===== config.mk =====
export PLATFORM = sky130hd
export DESIGN_NAME = data_mem_arbiter
export DESIGN_NICKNAME = d
export VERILOG_FILES = /design/src/rtl/data_mem_arbiter.sv
export SDC_FILE = /design/constraint.sdc
export NUM_CORES = 1
export LEC_CHECK = 0
export CORE_MARGIN = 2
export CORE_UTILIZATION = 45
export DETAILED_ROUTE_END_ITERATION = 10
export PLACE_DENSITY = 0.82
export RECOVER_POWER = 25
export SYNTH_ARGS = -nofsm -noshare
export SYNTH_HDL_FRONTEND = slang
export SYNTH_SLANG_ARGS = --single-unit

===== constraint.sdc =====
create_clock -name clk -period 5.7 [get_ports clk]
set_clock_uncertainty 0.1 [all_clocks]
set_input_delay 0.57 -clock clk [delete_from_list [all_inputs] [get_ports clk]]
set_output_delay 0.57 -clock clk [all_outputs]
set_load 0.05 [all_outputs]

===== src/rtl/data_mem_arbiter.sv =====
// Two-port round-robin arbiter and access sequencer for the byte-addressed
// data memory. Port 0 is the load/store unit and port 1 is the debug loader.
// Sub-word stores are done as read-modify-write on whole memory words.
module data_mem_arbiter #(
  parameter int MEM_BYTES = 1024
) (
  input  logic        clk,
  input  logic        rst_n,
  input  logic [1:0]  req,
  input  logic [1:0]  we,
  input  logic [3:0]  size,
  input  logic [1:0]  uns,
  input  logic [63:0] addr,
  input  logic [63:0] wdata,
  output logic [1:0]  gnt,
  output logic [1:0]  rvalid,
  output logic [1:0]  err,
  output logic [31:0] rdata,
  output logic        busy,
  output logic [31:0] mem_addr,
  output logic [31:0] mem_wdata,
  output logic        mem_write,
  output logic        mem_read,
  input  logic [31:0] mem_rdata
);

  localparam logic [31:0] MEM_LIMIT = 32'(MEM_BYTES);

  typedef enum logic [1:0] {IDLE, RD, WR, RESP} state_t;

  state_t      state, state_nx;
  logic        last;
  logic        owner;
  logic        we_q, uns_q, err_q;
  logic [1:0]  size_q;
  logic [31:0] addr_q, wdata_q, buf_q;

  logic        sel;
  logic        sel_we;
  logic [1:0]  sel_size;
  logic [31:0] sel_addr;
  logic        sel_err;
  logic [31:0] merged;
  logic [31:0] lane;
  logic [1:0]  owner_oh;

  // Round-robin grant, only while idle; on a tie the port that did not win last time goes.
  always_comb begin
    gnt = 2'b00;
    if (rst_n && state == IDLE) begin
      if (req == 2'b11) gnt = last ? 2'b01 : 2'b10;
      else              gnt = req;
    end
  end

  assign sel      = gnt[1];
  assign sel_we   = sel ? we[1]         : we[0];
  assign sel_size = sel ? size[3:2]     : size[1:0];
  assign sel_addr = sel ? addr[63:32]   : addr[31:0];

  // Illegal size, misalignment, or out-of-range address on the request being granted.
  always_comb begin
    sel_err = 1'b0;
    if (sel_size == 2'b11)                            sel_err = 1'b1;
    if (sel_size == 2'b01 && sel_addr[0])             sel_err = 1'b1;
    if (sel_size == 2'b10 && sel_addr[1:0] != 2'b00)  sel_err = 1'b1;
    if (sel_addr >= MEM_LIMIT)                        sel_err = 1'b1;
  end

  // State register.
  always_ff @(posedge clk or negedge rst_n) begin
    if (!rst_n) state <= IDLE;
    else        state <= state_nx;
  end

  // Next-state routing: loads read, word stores write directly, sub-word stores read then write.
  always_comb begin
    state_nx = state;
    case (state)
      IDLE: if (|gnt) begin
              if (sel_err)                state_nx = RESP;
              else if (!sel_we)           state_nx = RD;
              else if (sel_size == 2'b10) state_nx = WR;
              else                        state_nx = RD;
            end
      RD:   state_nx = we_q ? WR : RESP;
      WR:   state_nx = RESP;
      RESP: state_nx = IDLE;
      default: state_nx = IDLE;
    endcase
  end

  // Latch the granted request and capture the memory word during RD.
  always_ff @(posedge clk or negedge rst_n) begin
    if (!rst_n) begin
      last    <= 1'b1;
      owner   <= 1'b0;
      we_q    <= 1'b0;
      uns_q   <= 1'b0;
      err_q   <= 1'b0;
      size_q  <= 2'b00;
      addr_q  <= '0;
      wdata_q <= '0;
      buf_q   <= '0;
    end else begin
      if (|gnt) begin
        last    <= sel;
        owner   <= sel;
        we_q    <= sel_we;
        uns_q   <= sel ? uns[1] : uns[0];
        err_q   <= sel_err;
        size_q  <= sel_size;
        addr_q  <= sel_addr;
        wdata_q <= sel ? wdata[63:32] : wdata[31:0];
      end
      if (state == RD) buf_q <= mem_rdata;
    end
  end

  // Merge store data into the buffered word at the addressed byte lane.
  always_comb begin
    merged = buf_q;
    case (size_q)
      2'b00:   merged[{addr_q[1:0], 3'b000} +: 8]  = wdata_q[7:0];
      2'b01:   merged[{addr_q[1], 4'b0000} +: 16]  = wdata_q[15:0];
      default: merged = wdata_q;
    endcase
  end

  assign lane     = buf_q >> {addr_q[1:0], 3'b000};
  assign owner_oh = owner ? 2'b10 : 2'b01;

  // Memory-side strobes; address and data are held at zero outside RD/WR.
  always_comb begin
    mem_read  = (state == RD);
    mem_write = (state == WR);
    mem_addr  = '0;
    mem_wdata = '0;
    if (state == RD || state == WR) mem_addr  = {addr_q[31:2], 2'b00};
    if (state == WR)                mem_wdata = merged;
  end

  // Requester-side response: one-cycle pulse in RESP with the extended load lane.
  always_comb begin
    busy   = (state != IDLE);
    rvalid = 2'b00;
    err    = 2'b00;
    rdata  = '0;
    if (state == RESP) begin
      rvalid = owner_oh;
      if (err_q) err = owner_oh;
      else if (!we_q) begin
        case (size_q)
          2'b00:   rdata = uns_q ? {24'h0, lane[7:0]}  : {{24{lane[7]}}, lane[7:0]};
          2'b01:   rdata = uns_q ? {16'h0, lane[15:0]} : {{16{lane[15]}}, lane[15:0]};
          default: rdata = buf_q;
        endcase
      end
    end
  end

endmodule


Word level (Yosys, flattened, before mapping)
Index checks and enable logic that the tools add are counted.
W data, S select, Z words.
- magnitude comparators: 1
- multiply operators: 0
- muxes and demuxes: 33
- equality and inequality tests: 9
- divide/modulo/power cells: 0
- bitwise gates (word level): 0
- reduce and logical (&&, ||, !) cells: 9
- shifts and indexed selects: 5
- $add $sub $neg: 2
- operators with widths (operator ; number):
    $mux W32 ; 9
    $pmux W32 S2 ; 2
    $bwmux W32 ; 2
    $ge A32 B11 Y1 const B ; 1
    $shift A16 B7 Y32 const A ; 1
    $shift A8 B7 Y32 const A ; 1
    $shiftx A16 B7 Y32 ; 1
    $shiftx A8 B7 Y32 ; 1
    $shr A32 B5 Y16 ; 1
    $mux W2 ; 12
    $neg A5 Y7 ; 2
    $eq A2 B2 Y1 const B ; 5
    $pmux W2 S4 ; 1
    $mux W1 ; 7
    $eq A2 B1 Y1 const B ; 3
    $logic_not A2 Y1 ; 2
    $reduce_bool A2 Y1 ; 2
    $logic_and A1 B1 Y1 ; 3
    $ne A2 B1 Y1 const B ; 1
    $reduce_or A2 Y1 ; 1
    $logic_or A1 B1 Y1 ; 1
- word-level logic and storage cells: 69
- memories kept: 0
- flip-flop bits (word level): 105
- RAM bits: 0
- bits in latches: 0
- input bits: 172
- output and inout port bits: 105
- memory bits (read-only): 0

Depth between registers and ports, before layout
- depth after elaboration: 12
- mapped depth: 10
- gate-level depth less buffers: 7

Least setup slack after synthesis
OpenSTA, ideal clock, no wires.
- kind: register to output
- start: register addr_q[0]
- end: output mem_wdata[12]
- path buffers: 3
- required time: 5.030 ns
- path slack: 2.138 ns
- data arrival time: 2.892 ns
- cell stages (with the launch flop): 11
- cells stage by stage: dfrtp_1 buf_4 buf_2 inv_1 ha_1 and4b_1 clkbuf_1 nand2_1 o21ai_0 nand2_1 a21boi_0
- cells in the longest elaborated chain, start to end: 5
- elaborated cells between the ends (all ways): 6
- those cells by class: 1 x add/sub; 2 x shift; 3 x mux
- RTL lines (element ; line ; RTL):
    from (decl) ; 36 ; logic [31:0] addr_q, wdata_q, buf_q;
    from (signal assigned) ; 113 ; addr_q <= sel_addr;
    $neg A5 Y7 (*) ; 124 ; 2'b00: merged[{addr_q[1:0], 3'b000} +: 8] = wdata_q[7:0];
    $shiftx A8 B7 Y32 / $shift A8 B7 Y32 (equally long branches) ; 124 ;
    $bwmux W32 (*) ; 124 ;
    $pmux W32 S2 (*) ; 123 ; case (size_q)
    $mux W32 (*) ; 140 ; if (state == WR) mem_wdata = merged;
    to (decl) ; 21 ; output logic [31:0] mem_wdata,
Every way passes the cells marked *; elsewhere a longest branch is shown, timed or not.

Worst setup path in the final report
- start: register addr_q[0]
- end: output mem_wdata[29]
The elaborated chain is that of the path after synthesis.

==> reports/results.ini <==
[run_status]
outcome=complete, but fails checks
violations=max-capacitance violations, max-slew violations

[floorplan]
dieArea_sq_um=16600
num_io_pins=277
dieWidth_um=129
rows=45
die_h_um=129
initial_core_util_pct=46.1
core-area_sq_um=15200

[clock_network]
post_cts_buffers=0
clk_latency_ps=350
ctsHtreeMaxLevel=3
cts_tree=yes
clk_pin_slew_ps=70
holdBufCountCts=0
clk_path_buf_depth=2
postCtsResizedCells=0
cts_inserted_buffers=9
clock_sinks=105
cts_root_buffer=clkbuf_16

[synth]
ys_ff_latch=105
synth-edff-count=0
synth_top_cell_by_area=dfrtp_1
ys.warnings.count=0
avgSynthCellArea_sq_um=8.67
ys_async_sr_fraction_pct=100
syn_inst=809
synth_ff_type=dfrtp_1
synth-seq-area-share_pct=37.5
synth.area.top_cells=dfrtp_1, mux2i_1, o21ai_0, nand2_1, a221oi_1
synth_top_area_share_pct=37.1
synth.distinct_cells=52
synth.cell_area_sq_um=7010

[critical_path]
regToRegSetupSlack_ps=2520
r2r_start=state[1]
cp_top_family=buffers and inverters
crit_buf_inv=3
slowest_delay_ps=810
cp-start-kind=flip-flop
crit_type=reg2out
endpoint_kind=primary output
cpMaxStageDelayCell=clkdlybuf4s50_1
cp.required_ps=5030
ff2ff_path_depth=4
crit_path_cell_trace=inv_1 -> ha_1 -> nor4bb_1 -> buf_4 -> a221oi_1 -> a211oi_1 -> a21oi_1 -> nor2b_1 -> clkdlybuf4s50_1
rr_endpoint=buf_q[15]
crit_fanout=16
cp.arrival_ps=3810

[route]
viasPerCell=5.76
drtPass1Iterations=6
vias=7123
wl_per_cell_um=19.2
dr.first_iter.drc_count=707
postRouteWirelength_um=23800
ant_nets=0
drc=0

[placement]
dp_hpwl_um=18100
gp_congestion=0.975
dpl_cell_area_sq_um=9810
dp_slack_ps=1710
io_buffer_count=274

[final_layout]
diodes=0
post-route-cell-area_sq_um=10100
final_cell_mix=clkdlybuf4s50_1, nand2_1, o21ai_0, mux2i_1, dfrtp_1
layout-drive-gt1-share_pct=5.63
area_growth_pct=43.7
mostFrequentLayoutCell=clkdlybuf4s50_1
nNetsFinal=1225

[grt]
use_met3_pct=5.78
grt.total_usage_pct=27.8
gr-usage-met2_pct=43.0
overflow=0
grt_pass1_wl_um=35700
grt_max_degree=140
busiest_layer=met2
antenna_found_initial=0
grt_pass1_vias=6565
grt_util_met1_pct=38.1

[power_and_ir_drop]
ir_drop_uv=291
power_leakage_nw=4.41
cellPowerDensity_nw_per_um2=553

[timing]
worst_pin_slew_ps=3000
finalHoldViolCount=0
finalSetupViolCount=0
drv_slew=112
tns_ps=0
period_minus_slack_ps=4480
min_period_over_period_pct=78.5
max_freq_mhz=223
relSlewSlack_pct=-99.9
grt_setup_unrepaired=no
setup_ws_ps=1220

[job]
maxCapViolations=2

[hold_path]
hp-class=in2async

==> cells in the mapped netlist (2+ instances only) <==
| cell | instances |
|---|---|
| o221a_2 | 7 |
| nor2b_1 | 24 |
| buf_1 | 5 |
| mux2i_1 | 103 |
| nand3_1 | 2 |
| or3_1 | 2 |
| nor4bb_1 | 2 |
| a222oi_1 | 7 |
| nand4_1 | 2 |
| nor4_1 | 10 |
| nand2b_1 | 2 |
| o21ai_0 | 110 |
| o221ai_1 | 8 |
| a221oi_1 | 32 |
| dfrtp_1 | 104 |
| and3_1 | 2 |
| a21oi_1 | 36 |
| buf_4 | 3 |
| nand2_1 | 128 |
| clkbuf_1 | 35 |
| a211oi_1 | 17 |
| and4_1 | 2 |
| inv_1 | 36 |
| nor2_1 | 23 |
| o31a_1 | 2 |
| and2_1 | 32 |
| ha_1 | 10 |
| a21oi_2 | 10 |
| mux2_2 | 9 |
| buf_2 | 18 |
| nor3_1 | 5 |
==> metal layers <==
| metal | wire [um] | vias to the layer above | share of wire [%] |
|---|---|---|---|
| met5 | 0 | - | 0 |
| met4 | 725 | 0 | 3.1 |
| met3 | 2210 | 64 | 9.3 |
| met2 | 10900 | 384 | 46 |
| met1 | 9900 | 3311 | 42 |
| li1 | - | 3364 | - |
==> area by class of cell <==
type / instances / area, sq um
Fill cell: 1311 / 5120
Multi-Input combinational cell: 604 / 3980
Timing Repair Buffer: 285 / 2820
Sequential cell: 105 / 2630
Clock buffer: 11 / 243
Tap cell: 188 / 235
Inverter: 38 / 144
Clock inverter: 5 / 37.5
==> metrics by stage <==
| step | utilization, % | total power (W) | hold WS (ps) | cells |
|---|---|---|---|---|
| floorplan | - | 0.00377 | 174 | 810 |
| global placement | 64.5 | 0.00490 | 353 | 1220 |
| detailed placement | 64.5 | 0.00493 | 365 | 1220 |
| CTS | 66.4 | 0.00554 | 187 | 1236 |
| global route | 66.3 | 0.00589 | 224 | 1236 |
| finish | 66.3 | 0.00557 | 157 | 1236 |
==> worst max path at each step <==
| stage | start | end | slack (ps) | depth (start not counted) |
|---|---|---|---|---|
| floorplan | addr_q[0] | mem_wdata[12] | 2140 | 10 |
| detailed placement | addr_q[0] | mem_wdata[29] | 1710 | 9 |
| global placement | addr_q[0] | mem_wdata[29] | 1790 | 9 |
| CTS | addr_q[0] | mem_wdata[29] | 1330 | 9 |
| global route | state[1] | mem_read | 970 | 4 |
| finish | addr_q[0] | mem_wdata[29] | 1220 | 9 |
==> cells by family (layout without fill, tap and decap cells) <==
group | Yosys count | after routing | share of synthesized area, %
flops | 105 | 105 | 37.5
compound gates | 237 | 237 | 21.7
mux | 113 | 113 | 16.5
buf+inv | 101 | 339 | 6.03
other cells | 1 | 2 | 0.0535
simple gates | 242 | 242 | 16.5
fa+ha+maj | 10 | 10 | 1.78
==> worst reg2reg max path, cell delays in order, from the launching register on <==
cell and delay, ps:
dfrtp_1 420, inv_1 110, ha_1 150, clkbuf_1 1640, o21ai_0 500
==> registers in the layout (all words and copies together), names as in the netlist, 2 cells and up <==
signal and cells:
wdata_q 32, size_q 2, state 2, buf_q 32, addr_q 32
==> power by group <==
group	internal (W)	switching, W	total (W)
clock	0.000311	0.000283	0.000594
sequential	0.00109	0.000465	0.00156
combinational	0.00125	0.00217	0.00342
total	0.00265	0.00292	0.00557
Power figures use the tool's default switching activity.
